===== config.mk =====
export PLATFORM = sky130hd
export DESIGN_NAME = flatten_packer
export DESIGN_NICKNAME = d
export VERILOG_FILES = /design/src/rtl/flatten_packer.sv
export SDC_FILE = /design/constraint.sdc
export NUM_CORES = 1
export LEC_CHECK = 0
export CAP_MARGIN = 20
export CORE_MARGIN = 2
export CORE_UTILIZATION = 25
export CTS_BUF_LIST = sky130_fd_sc_hd__clkbuf_2
export CTS_CLUSTER_SIZE = 24
export DETAILED_ROUTE_END_ITERATION = 16
export PLACE_DENSITY_LB_ADDON = 0.3
export SLEW_MARGIN = 20
export SYNTH_ARGS = -nofsm -noshare
export SYNTH_HDL_FRONTEND = slang
export SYNTH_SLANG_ARGS = --single-unit

===== constraint.sdc =====
create_clock -name clock -period 2.4 [get_ports clock]
set_clock_uncertainty 0.05 [all_clocks]
set_input_delay 0.48 -clock clock [delete_from_list [all_inputs] [get_ports clock]]
set_output_delay 0.48 -clock clock [all_outputs]
set_load 0.02 [all_outputs]

===== src/rtl/flatten_packer.sv =====
`default_nettype none
// +--------------------------------------------------------------------------+
// | flatten_packer: packs IN_WIDTH-bit feature beats into a NUM_INPUTS-bit   |
// | vector for the dense/argmax classifier. Revision: 1.0                     |
// +--------------------------------------------------------------------------+
module flatten_packer #(
  parameter int NUM_INPUTS = 196,
  parameter int IN_WIDTH   = 4
) (
  input  logic                                     clock,
  input  logic                                     reset,
  input  logic                                     in_valid,
  input  logic [IN_WIDTH-1:0]                      in_bits,
  input  logic                                     in_last,
  output logic                                     in_ready,
  output logic [NUM_INPUTS-1:0]                    out_vector,
  output logic                                     out_valid,
  input  logic                                     out_ready,
  output logic                                     frame_error,
  output logic [$clog2(NUM_INPUTS/IN_WIDTH+1)-1:0] beat_count,
  output logic [7:0]                               frames_done
);

  localparam int BEATS = NUM_INPUTS / IN_WIDTH;
  localparam int CW    = $clog2(BEATS + 1);
  localparam logic [CW-1:0] c_LAST_BEAT = CW'(BEATS - 1);

  typedef enum logic [0:0] {
    S_FILL = 1'b0,
    S_FULL = 1'b1
  } state_t;

  state_t                r_state;
  logic                  r_in_ready;
  logic                  r_out_valid;
  logic                  r_frame_error;
  logic [NUM_INPUTS-1:0] r_vector;
  logic [CW-1:0]         r_beat_count;
  logic [7:0]            r_frames_done;

  logic w_accept;
  logic w_final_beat;

  assign w_accept     = in_valid & r_in_ready;
  assign w_final_beat = (r_beat_count == c_LAST_BEAT);

  always_ff @(posedge clock) begin
    if (!reset) begin
      r_state       <= S_FILL;
      r_in_ready    <= 1'b1;
      r_out_valid   <= 1'b0;
      r_frame_error <= 1'b0;
      r_vector      <= '0;
      r_beat_count  <= '0;
      r_frames_done <= 8'd0;
    end else begin
      r_frame_error <= 1'b0;
      case (r_state)
        S_FILL: begin
          if (w_accept) begin
            for (int b = 0; b < BEATS; b++) begin
              if (r_beat_count == CW'(b)) begin
                r_vector[b*IN_WIDTH +: IN_WIDTH] <= in_bits;
              end
            end
            if (w_final_beat) begin
              // Full frame is delivered even when the end marker is missing.
              r_state       <= S_FULL;
              r_in_ready    <= 1'b0;
              r_out_valid   <= 1'b1;
              r_beat_count  <= '0;
              r_frame_error <= ~in_last;
            end else if (in_last) begin
              // Short frame: the clear below overrides this beat's write.
              r_beat_count  <= '0;
              r_vector      <= '0;
              r_frame_error <= 1'b1;
            end else begin
              r_beat_count <= r_beat_count + 1'b1;
            end
          end
        end
        S_FULL: begin
          if (r_out_valid && out_ready) begin
            r_state       <= S_FILL;
            r_in_ready    <= 1'b1;
            r_out_valid   <= 1'b0;
            r_vector      <= '0;
            r_frames_done <= r_frames_done + 8'd1;
          end
        end
        default: begin
          r_state <= S_FILL;
        end
      endcase
    end
  end

  assign in_ready    = r_in_ready;
  assign out_vector  = r_vector;
  assign out_valid   = r_out_valid;
  assign frame_error = r_frame_error;
  assign beat_count  = r_beat_count;
  assign frames_done = r_frames_done;

endmodule
`default_nettype wire

==> flow_metrics.py, run 1 <==
metrics = {
    "global_route": {
        "top_usage_layer": "met2",
        "grt_pass1_wl_mm": 39.3,
        "grt.overflow.total": 0,
        "grt.total_usage_pct": 14.7,
        "grt_pass1_vias": 6788,
        "grt_use_met1_pct": 19.0,
        "use_met3_pct": 4.89,
        "use_met2_pct": 23.3,
        "grt_max_degree": 50,
        "antenna_found_initial": 1,
    },
    "timing": {
        "rsz0062_at_grt": "false",
        "maxSlewHeadroom_pct": 47.3,
        "finalSetupTns_ps": 0,
        "hold_viol": 0,
        "slew_violations": 0,
        "finalCritPeriodShare_pct": 95.4,
        "worst_slew_pin_slew_ps": 790,
        "fin_crit_ps": 2290,
        "fmax_mhz": 437,
        "setup_viol": 0,
    },
    "power": {
        "powerDensity_nw_per_um2": 538,
        "p_leak_nw": 7.02,
        "power_mw": 6.44,
        "peakVddDrop_v": 0.000272,
    },
    "synth": {
        "synthTopCellsByArea": "dfxtp_1, mux2i_1, nor2_1, o211ai_1, clkbuf_1",
        "netlist_instances": 807,
        "syn_avg_cell_area_um2": 10.2,
        "synth.most_common_cell": "dfxtp_1",
        "synthFlopType": "dfxtp_1",
        "yosysSeqAreaShare_pct": 52.0,
        "yosysTopAreaCell": "dfxtp_1",
        "synth_cell_types": 33,
        "ys_ff_latch": 214,
        "syn_nets": 821,
        "synth_top_area_share_pct": 52.0,
        "async_flop_share_pct": 0,
        "yosysWarnings": 0,
        "synth_common_cells": "dfxtp_1, nor2_1, mux2i_1",
        "synth_area_um2": 8230,
        "synth-edff-count": 0,
    },
    "routing": {
        "ant_nets": 0,
        "totalWireLength_mm": 25.7,
        "dr.pass1.iters": 4,
        "vias": 6881,
        "drc": 0,
        "wl_per_cell_um": 16.1,
        "via_per_inst": 4.31,
        "drt_iter0_drc": 255,
    },
    "placement": {
        "dpl.cell_count": 1492,
        "place.gp.congestion": 0.725,
        "io_buffers": 221,
        "hpwl_mm": 17.0,
    },
    "layout": {
        "syn2layout_area_growth_pct": 45.2,
        "final_cells": 1595,
        "fillCellCount": 3360,
        "drive_gt1_share_pct": 16.5,
        "nets": 1125,
    },
    "die": {
        "core_um2": 32500,
        "start_util_pct": 25.4,
        "io_pins": 222,
        "die_w_um": 185,
        "floorplan.rows": 66,
        "die_area_um2": 34400,
        "die_h_um": 185,
    },
    "critical_path": {
        "cp-end-kind": "output port",
        "crit_family": "buffers and inverters",
        "worstPathArrival_ps": 1760,
        "crit_chain": "clkdlybuf4s50_1",
        "cp-start-kind": "flop",
        "critical_path_class": "flop to output port",
        "path_buf_inv": 1,
        "cpPeakStageDelay_ps": 610,
        "slowest_stage": "clkdlybuf4s50_1",
        "cp_max_fo": 2,
        "required_ps": 1870,
    },
    "clock_network": {
        "insertion_delay_ps": 790,
        "clkTransAtPathRegs_ps": 110,
        "cts_inserted_buffers": 59,
        "cts_tree": "done",
        "cts_buffer_depth": 3,
        "htreeDepth": 2,
        "clockRootBuffer": "clkbuf_2",
        "clock-sinks": 214,
    },
    "flow_run": {
        "maxCapViolations": 0,
    },
    "hold_path": {
        "hold_class": "input port to flop",
    },
    "outcome": {
        "status": "completed",
    },
}
## worst paths after layout
kind | from | endpoint | slack (ps) | depth (start not counted)
hold / removal | in_bits[1] | out_vector[117]$_SDFFE_PN0P_ | 170 | 4
hold reg to reg | out_vector[183]$_SDFFE_PN0P_ | out_vector[183]$_SDFFE_PN0P_ | 440 | 2
setup reg to reg | beat_count[0]$_SDFFE_PN0P_ | out_vector[20]$_SDFFE_PN0P_ | 460 | 5
setup / recovery | out_vector[145]$_SDFFE_PN0P_ | out_vector[145] | 110 | 1
## stage by stage
step	instance area [um2]	setup slack (ps)	hold WS (ps)	util (%)
floorplan	8230	225	444	-
global placement	11600	161	425	35.7
detailed placement	11600	140	434	35.7
CTS	11900	0.443	46.1	36.6
global route	12000	0.596	71.1	36.8
finish	12000	111	167	36.8
## where the power goes
group | internal (mW) | switching (mW) | total, mW
Sequential | 3.56 | 0.00768 | 3.57
Combinational | 0.137 | 0.256 | 0.393
Clock | 0.976 | 1.50 | 2.48
Total | 4.67 | 1.76 | 6.44
## area by class of cell
class	instances	area (um2)	share of cell area, %
tap	442	553	4.63
clock inverter	13	51.3	0.429
clock buffer	89	445	3.73
antenna	1	2.50	0.0209
inverter	3	11.3	0.0942
timing repair buffer	306	2920	24.4
multi-input combinational	527	3680	30.8
sequential	214	4280	35.8
## state kept, by name, summed over array words and instances, names as in the netlist
name	count
beat_count	6
frame_error	1
frames_done	8
in_ready	1
out_valid	1
out_vector	196
r_state	1
## routing by layer
layer,vias to the layer above,share of wire [%]
met5,-,0
met4,0,1.8
met3,45,7.7
met2,197,45
met1,3230,45
li1,3409,-
## placed cells by master, fill, tap and decap left out, types with 6 or more instances in the layout
master and instances:
a21boi_0 6, buf_12 17, buf_4 68, clkbuf_2 89, clkdlybuf4s50_1 41, clkinv_1 10
dfxtp_1 214, dlygate4sd2_1 150, dlymetal6s2s_1 26, mux2i_1 196, nand2_1 16, nor2_1 201
o211ai_1 48, xor2_1 7
## cell families (layout without fill, tap and decap cells)
group,count (synthesis),after routing,synth area share [%]
xor gates and xnor gates,10,10,1.06
AOI/OAI and AO/OA,62,62,5.65
adders and majority gates,5,5,0.760
DFF,214,214,52.0
muxes,196,196,23.8
and+or+nand+nor,254,254,13.3
buffers and inverters,66,411,3.37
other,0,1,0
## repair_timing
item,CTS,global route
setup endpoints to repair,150,26
buffers inserted,0,0
hold buffers,0,0
resized for setup,150,26
hold endpoints to repair,0,0
(Power assumes the default switching activity.)
==> run 2, diff against run 1 <==
--- a/config.mk
+++ b/config.mk
@@ -6,6 +6,8 @@
 export NUM_CORES = 1
 export LEC_CHECK = 0
 export CAP_MARGIN = 20
+export CELL_PAD_IN_SITES_DETAIL_PLACEMENT = 1
+export CELL_PAD_IN_SITES_GLOBAL_PLACEMENT = 2
 export CORE_MARGIN = 2
 export CORE_UTILIZATION = 25
 export CTS_BUF_LIST = sky130_fd_sc_hd__clkbuf_2
==> run 2 against run 1 <==
Against the previous run:
- sequential share of layout area decreased by 0.66 points
- global-route usage is 1.6 points higher
- sequential power is essentially flat
- combinational power barely moved
- critical path depth is the same
==> flow_metrics.py, run 2 (synthesis results as in run 1) <==
metrics = {
    "critical_path": {
        "required_ps": 1870,
        "cpPeakStageDelay_ps": 660,
        "cp-end-kind": "output port",
        "crit_family": "buffers and inverters",
        "reg2reg_from": "beat_count[0]$_SDFFE_PN0P_",
        "cp_max_fo": 2,
        "rr_endpoint": "out_vector[143]$_SDFFE_PN0P_",
        "worst-r2r-cell-count": 5,
        "slowest_stage": "clkdlybuf4s50_1",
        "worstPathArrival_ps": 1740,
        "rrSetupSlack_ps": 340,
        "critical_path_class": "flop to output port",
        "cp-start-kind": "flop",
        "crit_chain": "clkdlybuf4s50_1",
        "path_buf_inv": 1,
    },
    "flow_run": {
        "maxCapViolations": 0,
    },
    "global_route": {
        "grt.overflow.total": 0,
        "grt_pass1_vias": 7491,
        "grt_max_degree": 50,
        "grt.total_usage_pct": 16.3,
        "grt_pass1_wl_mm": 43.1,
        "antenna_found_initial": 1,
    },
    "routing": {
        "totalWireLength_mm": 28.0,
        "drt_iter0_drc": 187,
        "drc": 0,
        "ant_nets": 0,
        "via_per_inst": 4.37,
        "vias": 7013,
        "dr.pass1.iters": 4,
        "wl_per_cell_um": 17.5,
    },
    "layout": {
        "final_common_cell": "dfxtp_1",
        "syn2layout_area_growth_pct": 48.2,
        "nets": 1131,
        "seq_area_um2": 4290,
        "multi_input_area_um2": 3680,
        "stdcell_area_um2": 12200,
        "drive_gt1_share_pct": 17.3,
        "fillCellCount": 3735,
        "layout_common_cells": "dfxtp_1, nor2_1, mux2i_1, clkbuf_2, clkdlybuf4s50_1",
        "largest_register_ff_count": 196,
    },
    "timing": {
        "worst_slew_pin_slew_ps": 860,
        "slew_violations": 0,
        "fmax_mhz": 441,
        "hold_viol": 0,
        "setup_viol": 0,
        "whs_ps": 197,
        "fin_crit_ps": 2270,
        "finalCritPeriodShare_pct": 94.6,
        "maxSlewHeadroom_pct": 42.6,
        "timing.final.ws_setup_ps": 130,
    },
    "hold_path": {
        "hp-start": "in_bits[2]",
        "holdPathEnd": "out_vector[134]$_SDFFE_PN0P_",
        "hold_class": "input port to flop",
        "whs_path_depth": 3,
    },
    "die": {
        "die_area_um2": 34400,
        "floorplan.rows": 66,
        "start_util_pct": 25.4,
        "die_w_um": 185,
        "core_um2": 32500,
        "die_h_um": 185,
        "io_pins": 222,
    },
    "clock_network": {
        "clock-sinks": 214,
        "insertion_delay_ps": 790,
        "cts_buffer_depth": 3,
        "htreeDepth": 3,
        "clkTransAtPathRegs_ps": 100,
        "clockRootBuffer": "clkbuf_2",
        "cts_inserted_buffers": 67,
        "cts_tree": "done",
    },
    "placement": {
        "place.gp.congestion": 0.718,
        "pre_cts_slack_ps": 138,
        "dpl_cell_area_um2": 11500,
        "hpwl_mm": 18.6,
        "io_buffers": 221,
    },
    "power": {
        "p_leak_nw": 7.38,
        "peakVddDrop_v": 0.000270,
        "powerDensity_nw_per_um2": 551,
    },
    "outcome": {
        "status": "completed",
    },
}
run 2: final cells by class:
| class | count | area share, % |
|---|---|---|
| Clock inverter | 21 | 0.913 |
| Sequential cell | 214 | 35.2 |
| Inverter | 3 | 0.0923 |
| Multi-Input combinational cell | 527 | 30.2 |
| Timing Repair Buffer | 304 | 25.3 |
| Clock buffer | 90 | 3.69 |
| Antenna cell | 2 | 0.0410 |
| Tap cell | 442 | 4.53 |
run 2: report_power, final:
| part | switching [mW] | internal, mW | leakage, nW |
|---|---|---|---|
| Sequential | 0.00825 | 3.56 | 1.73 |
| Clock | 1.65 | 1.12 | 0.431 |
| Combinational | 0.256 | 0.137 | 5.23 |
run 2: how the worst max path moves through the flow:
stage	start	slack, ps	end	cells after the start
after floorplan	beat_count[0]$_SDFFE_PN0P_	220	out_vector[30]$_SDFFE_PN0P_	8
final	out_vector[152]$_SDFFE_PN0P_	130	out_vector[152]	1
after global placement	in_valid	110	out_vector[133]$_SDFFE_PN0P_	7
after CTS	out_vector[85]$_SDFFE_PN0P_	1	out_vector[85]	1
after detailed placement	out_ready	140	out_vector[33]$_SDFFE_PN0P_	7
after global routing	out_vector[113]$_SDFFE_PN0P_	-4	out_vector[113]	1
run 2: stage by stage:
stage	std cells	setup TNS, ps	power (mW)	utilization (%)
after floorplan	807	0	3.85	-
after global placement	1490	0	4.05	35.6
after global routing	1602	-4.28	7.15	37.6
after detailed placement	1490	0	4.06	35.6
after CTS	1601	0	6.93	37.1
final	1603	0	6.72	37.6
run 2: repair_timing:
item,4_1_cts,5_1_grt
endpoints found under the hold margin,0,0
buffers inserted,0,0
gates resized for setup,81,69
endpoints found under the setup margin,73,68
hold buffers,0,0
run 2: routing by layer:
metal | global-route usage (%) | share of wire (%) | up-vias
met5 | 0 | 0 | -
met3 | 6.53 | 8.7 | 43
met1 | 20.5 | 45 | 3351
met2 | 25.4 | 45 | 203
met4 | 5.21 | 1.7 | 0
li1 | - | - | 3416
==> run 3, diff against run 2 <==
--- a/config.mk
+++ b/config.mk
@@ -14,7 +14,6 @@
 export CTS_CLUSTER_SIZE = 24
 export DETAILED_ROUTE_END_ITERATION = 16
 export PLACE_DENSITY_LB_ADDON = 0.3
-export SLEW_MARGIN = 20
 export SYNTH_ARGS = -nofsm -noshare
 export SYNTH_HDL_FRONTEND = slang
 export SYNTH_SLANG_ARGS = --single-unit
==> results of run 3 <==
Same layout as run 2: the final DEF is identical, and so are final timing and power.
